### config.mk
export PLATFORM = sky130hd
export DESIGN_NAME = downcounter
export DESIGN_NICKNAME = d
export VERILOG_FILES = /design/src/rtl/downcounter_pkg.sv /design/src/rtl/downcounter.sv
export SDC_FILE = /design/constraint.sdc
export NUM_CORES = 1
export LEC_CHECK = 0
export ABC_AREA = 0
export ABC_CLOCK_PERIOD_IN_PS = 2600
export BUFFER_PORTS_ARGS = -buffer_cell sky130_fd_sc_hd__buf_2
export CAP_MARGIN = 20
export CORE_ASPECT_RATIO = 0.9
export CORE_MARGIN = 4
export CORE_UTILIZATION = 51
export DETAILED_ROUTE_END_ITERATION = 16
export MAX_ROUTING_LAYER = met4
export PLACE_DENSITY_LB_ADDON = 0.05
export SLEW_MARGIN = 20
export SYNTH_ARGS = -nofsm -noshare
export SYNTH_HDL_FRONTEND = slang
export SYNTH_SLANG_ARGS = --single-unit
### constraint.sdc
create_clock -name Clk_i -period 2.6 [get_ports Clk_i]
set_clock_uncertainty 0.05 [all_clocks]
set_input_delay 0.13 -clock Clk_i [delete_from_list [all_inputs] [get_ports Clk_i]]
set_output_delay 0.13 -clock Clk_i [all_outputs]
set_load 0.03 [all_outputs]
### src/rtl/downcounter_pkg.sv
// rtl/downcounter_pkg.sv - shared state encoding for the loadable down-counter
package downcounter_pkg;

    typedef enum logic [1:0] {
        IDLE = 2'd0,
        RUN  = 2'd1,
        DONE = 2'd2
    } state_t;

endpackage

### src/rtl/downcounter.sv
// rtl/downcounter.sv - loadable down-counter/timer with load handshake and done acknowledge
// Optional pause input Hold_i is built when DOWNCOUNTER_HOLD_EN is defined.
module downcounter
    import downcounter_pkg::*;
#(
    parameter int unsigned       Width = 32,
    parameter logic [Width-1:0]  Init  = Width'(64),
    parameter logic [Width-1:0]  Final = Width'(8)
) (
    input  logic             Clk_i,
    input  logic             Reset_i,
    input  logic             Load_valid_i,
    input  logic [Width-1:0] Load_data_i,
    output logic             Load_ready_o,
    output logic [Width-1:0] Data_o,
    output logic             Done_o,
`ifdef DOWNCOUNTER_HOLD_EN
    input  logic             Hold_i,
`endif
    input  logic             Done_ack_i
);

    state_t           state_q;
    logic [Width-1:0] data_q;
    logic             done_q;

    logic             hold;
    logic             load_fire;
    logic             load_runs;
    logic [Width-1:0] load_value;

`ifdef DOWNCOUNTER_HOLD_EN
    assign hold = Hold_i;
`else
    assign hold = 1'b0;
`endif

    assign Load_ready_o = (state_q == IDLE) || (state_q == DONE);
    assign load_fire    = Load_valid_i && Load_ready_o;

    // Start values at or below the terminal count clamp and go straight to DONE.
    assign load_runs  = (Load_data_i > Final);
    assign load_value = load_runs ? Load_data_i : Final;

    always_ff @(posedge Clk_i) begin
        if (Reset_i) begin
            state_q <= IDLE;
            data_q  <= Init;
            done_q  <= 1'b0;
        end else if (load_fire) begin
            data_q  <= load_value;
            state_q <= load_runs ? RUN : DONE;
            done_q  <= !load_runs;
        end else begin
            case (state_q)
                IDLE: begin
                    done_q <= 1'b0;
                end
                RUN: begin
                    if (!hold) begin
                        if (data_q == Final + 1'b1) begin
                            data_q  <= Final;
                            state_q <= DONE;
                            done_q  <= 1'b1;
                        end else begin
                            data_q  <= data_q - 1'b1;
                        end
                    end
                end
                DONE: begin
                    if (Done_ack_i) begin
                        state_q <= IDLE;
                        done_q  <= 1'b0;
                    end
                end
                default: begin
                    state_q <= IDLE;
                    done_q  <= 1'b0;
                end
            endcase
        end
    end

    assign Data_o = data_q;
    assign Done_o = done_q;

endmodule

After elaboration in Yosys (flattened, before gate mapping):

Cells that the tools add are included.

* logic and storage cells: 31
* output and inout bits: 34
* bits of input ports: 36
* bits in registers: 35

* add/subtract/negate cells: 1
* eq/ne operators: 6
* reductions and logical operators: 7
* mux-type cells: 13
* $lt $le $gt $ge: 1

Operators by type and width (number)
* two-way mux 32 bit: 4
* == test 32 x 4 -> 1 bit (second input constant): 1
* greater-than comparator 32 x 4 -> 1 bit (second input constant): 1
* subtractor 32 x 1 -> 32 bit (second input constant): 1
* two-way mux 2 bit: 4
* inequality test 3 bit (second input constant): 2
* case mux 2 bit (3 select lines): 1
* two-way mux 1 bit: 3
* AND reduction 3 bit: 1
* == test 2 x 1 -> 1 bit (second input constant): 1
* == test 2 bit (second input constant): 1
* logical NOT 2 bit: 1
* inequality test 2 bit (second input constant): 1
* case mux 1 bit (2 select lines): 1
* AND reduction 2 bit: 1
* nonzero test 2 bit: 1
* logical AND 1 bit: 1
* logical NOT 1 bit: 1
* logical OR 1 bit: 1

Depth between registers and ports, before layout:

* depth in word-level cells: 5
* depth in mapped cells: 9
* mapped depth without buffers: 7

Least setup slack after synthesis:

No wires, ideal clock.

* path type: register -> register
* start: register data_q[1], in the netlist Data_o[1]
* end: register data_q[21], in the netlist Data_o[21]
* setup time: 0.086 ns
* setup slack: 0.354 ns
* path buffers: 2
* period minus slack after synthesis: 2.246 ns
* stages on the path, launching flop included: 10
* required time: 2.464 ns
* arrival: 2.110 ns
* cells stage by stage: dfxtp_1 -> inv_1 -> ha_1 -> nor4bb_1 -> and3_1 -> buf_4 -> a31oi_1 -> buf_2 -> o21ai_0 -> a211oi_1

* word-level cells in the longest chain between the ends: 4
* elaborated cells on any way between the ends: 5
* classes of those cells: 1 x add/sub; 1 x eq/ne; 3 x mux

Ends and longest elaborated chain
* start, declared: RTL line downcounter.sv:24 `logic [Width-1:0] data_q;`
* start signal, assigned: RTL line downcounter.sv:48 `data_q <= Init;`
* start signal, assigned: RTL line downcounter.sv:51 `data_q <= load_value;`
* start signal, assigned: RTL line downcounter.sv:62 `data_q <= Final;`
* subtractor 32 x 1 -> 32 bit / == test 32 x 4 -> 1 bit (equally long branches): RTL line downcounter.sv:66, downcounter.sv:61
* two-way mux 32 bit (*): RTL line downcounter.sv:61 `if (data_q == Final + 1'b1) begin`
* two-way mux 32 bit (*): RTL line downcounter.sv:55 `case (state_q)`
* two-way mux 32 bit (*): RTL line downcounter.sv:50 `end else if (load_fire) begin`

Every way passes the cells marked *; elsewhere a longest branch is shown, timed or not. The select of a mux whose other input is x is not followed.
A chain may end at the register's enable or synchronous reset.

Worst setup path after layout:

* start: register data_q[0], in the netlist Data_o[0]
* end: register data_q[26], in the netlist Data_o[26]

The elaborated chain is that of the path after synthesis.

==> run metrics <==
outcome completed; crit-path max FO 6; mux contribution to synthesized area 0.935%; CTS tree done; total number of yosys warnings 0; Post-synth top flop dfxtp_1; max_slew headroom 58.5%; slowest stage cell, crit path or3_1; H-tree Lvls 2; die height 71.4 um; Via density 6.50; EDFF count, synth 0; Initial Util 54.4%; share of cells above drive strength 1 27.0%; Buffers on Ports 69; core area 4180 um2; root buffer cell clkbuf_8; ranking of synthesized cells by area dfxtp_1, o21ai_0, a211oi_1; Worst Path Required 2.77 ns; reg2reg start Data_o[0]$_SDFFE_PP0P_; critical hold path startpoint Load_data_i[6]; CP delay by family, top simple AND/OR/NAND/NOR gates; CTS resizes 0; Mapped Avg Cell Area 7.98 um2; placed cell area 2690 um2; clk sinks 35; postcts setup bufs 0; Fin Setup TNS 0 ns; Pleak 1.09 nW; DP Worst Slack 0.311 ns; post-route cell area 2760 um2; Netlist cell types 54; DR vias 2678; RD Place Congestion 0.969; Max Buffers Root-to-Sink 2; measured slew at the worst slew-check pin 0.613 ns; CP Data Arrival Time 2.50 ns; CP endpoint kind flop; VDD IR max 0.362 mV; Synth top cells by count dfxtp_1, nor2_1, o21ai_0; crit path from Data_o[0]$_SDFFE_PP0P_; classification of the worst setup path reg -> reg; Startpoint Class flop; hpwl dp 5480 um; unrepaired setup endpoints after global routing no; later-pin clock latency in the skew report 0.29 ns; Max-Cap Viols 0; cell area power density 607 nW/um2; Max Clk Rate 0.429 GHz; XOR/XNOR share of the synthesized area 2.70%; die area 5590 um2; Post-CTS Hold Buffers 0; Core Rows 22; vias in the first global route 2437; Synth-to-Final Area Change 21.5%; initial antenna violation count 0; # IOs 70; Hold Vio Cnt, Final 0; Post-Synth Adder-Cell Area 1.10%; post-synthesis register bit count 35; Setup WS post-layout 0.269 ns; Antenna Nets Post-Route 0; largest family of logic cells by synthesized area compound AO/OA/AOI/OAI gates; fin crit period 2.33 ns; Total GRT Usage 28.8%; initial drt markers 331; Slew Limit Fails 0; worst path cell trace inv_1, ha_1, nor3b_2, nand3_1, or3_1, or3_1, a31oi_1; die width 78.4 um; post-synth top area share 30.8%; Final period util 89.7%; first-pass GRT wire length 12400 um; clk slew on worst S/H paths 0.07 ns; most frequent cell after synthesis dfxtp_1; ANT cells 0; largest net degree at the start of global routing 27; Async SR Flop Fraction 0%; WHS 0.0196 ns; drt first pass iters 5; Buffers & Inverters on Critical Path 1; slowest stage delay, CP 0.42 ns; wire per inst 18.1 um; CTS Buf Count 5; Synth area leader dfxtp_1; Final setup viols 0; compound-cell area share of the yosys netlist 29.9%; gr ovfl total 0; drt drc 0; Synth Net Count 323; WL final 7440 um; Hold Crit Class in -> reg; sequential fraction of the synthesis area 30.8%; Synth Cell Area 2270 um2; Final #Nets 391; simple-gate share of the synthesized area 29.6%; cell mode on critical path or3_1; post-synthesis cell count 285
==> through the flow <==
step	power [mW]	instances	utilization, %
after floorplan	1.11	285	-
after global placement	1.30	406	64.3
after detailed placement	1.31	406	64.3
after CTS	1.67	412	66.1
after global routing	1.77	412	66.1
final	1.68	412	66.1
==> power breakdown <==
part | internal [mW] | total [mW] | switching (mW)
Combinational | 0.222 | 0.624 | 0.402
Clock | 0.178 | 0.364 | 0.186
Sequential | 0.595 | 0.689 | 0.0944
==> worst reg2reg max path: cells and delay by family (launching register included) <==
| kind | cells | cell delay [ns] |
|---|---|---|
| adders and majority gates | 1 | 0.17 |
| buffers and inverters | 1 | 0.12 |
| and+or+nand+nor | 4 | 1.39 |
| DFF | 1 | 0.37 |
| AOI/OAI and AO/OA | 1 | 0.16 |
==> cells in the final DEF (no fill, tap or decap), types with 3 or more instances in the layout <==
master,n
o41ai_1,3
a22oi_1,5
nand3_1,12
dfxtp_1,35
o31ai_1,7
buf_2,69
xnor2_1,4
buf_4,10
and3_1,5
o31a_1,3
nand4_1,5
inv_1,9
or3_1,10
nor3_1,9
nand2b_1,4
nand2_1,17
nor2_1,22
or4_1,5
xor2_1,3
clkbuf_8,5
nor2b_1,3
o21ai_0,20
a211oi_1,13
a21oi_1,15
a31oi_1,9
a221oi_1,4
nor4_1,10
==> metal layers <==
layer	vias to the layer above	share of wire, %	global-route usage, %	wire (um)
met3	25	10	4.90	741
met1	1234	42	38.4	3090
met4	0	3.1	9.13	227
met2	168	45	44.7	3380
li1	1251	-	-	-
met5	-	0	-	0
==> state kept, by name (all words and copies together), names as in the netlist <==
register,flops
Done_o,1
state_q,2
Data_o,32
==> area by class of cell <==
cell class | instances | area [um2]
Fill cell | 375 | 1420
Multi-Input combinational cell | 223 | 1460
Inverter | 9 | 33.8
Tap cell | 60 | 75.1
Clock buffer | 6 | 72.6
Sequential cell | 35 | 701
Timing Repair Buffer | 79 | 420
==> worst paths after layout <==
path | depth (start not counted) | end | slack (ns)
worst min-delay path | 3 | Data_o[6]$_SDFFE_PP1P_ | 0.02
worst max-delay path | 7 | Data_o[26]$_SDFFE_PP0P_ | 0.27
worst min register to register | 2 | Done_o$_SDFFE_PP0P_ | 0.45
worst max register to register | 7 | Data_o[26]$_SDFFE_PP0P_ | 0.27
==> logic make-up (layout without fill, tap and decap cells) <==
group	after synthesis	after routing
mux	2	2
flops	35	35
xor+xnor	7	7
compound gates	97	97
buf+inv	27	94
simple gates	115	115
fa+ha+maj	2	2
Power figures use the tool's default switching activity.
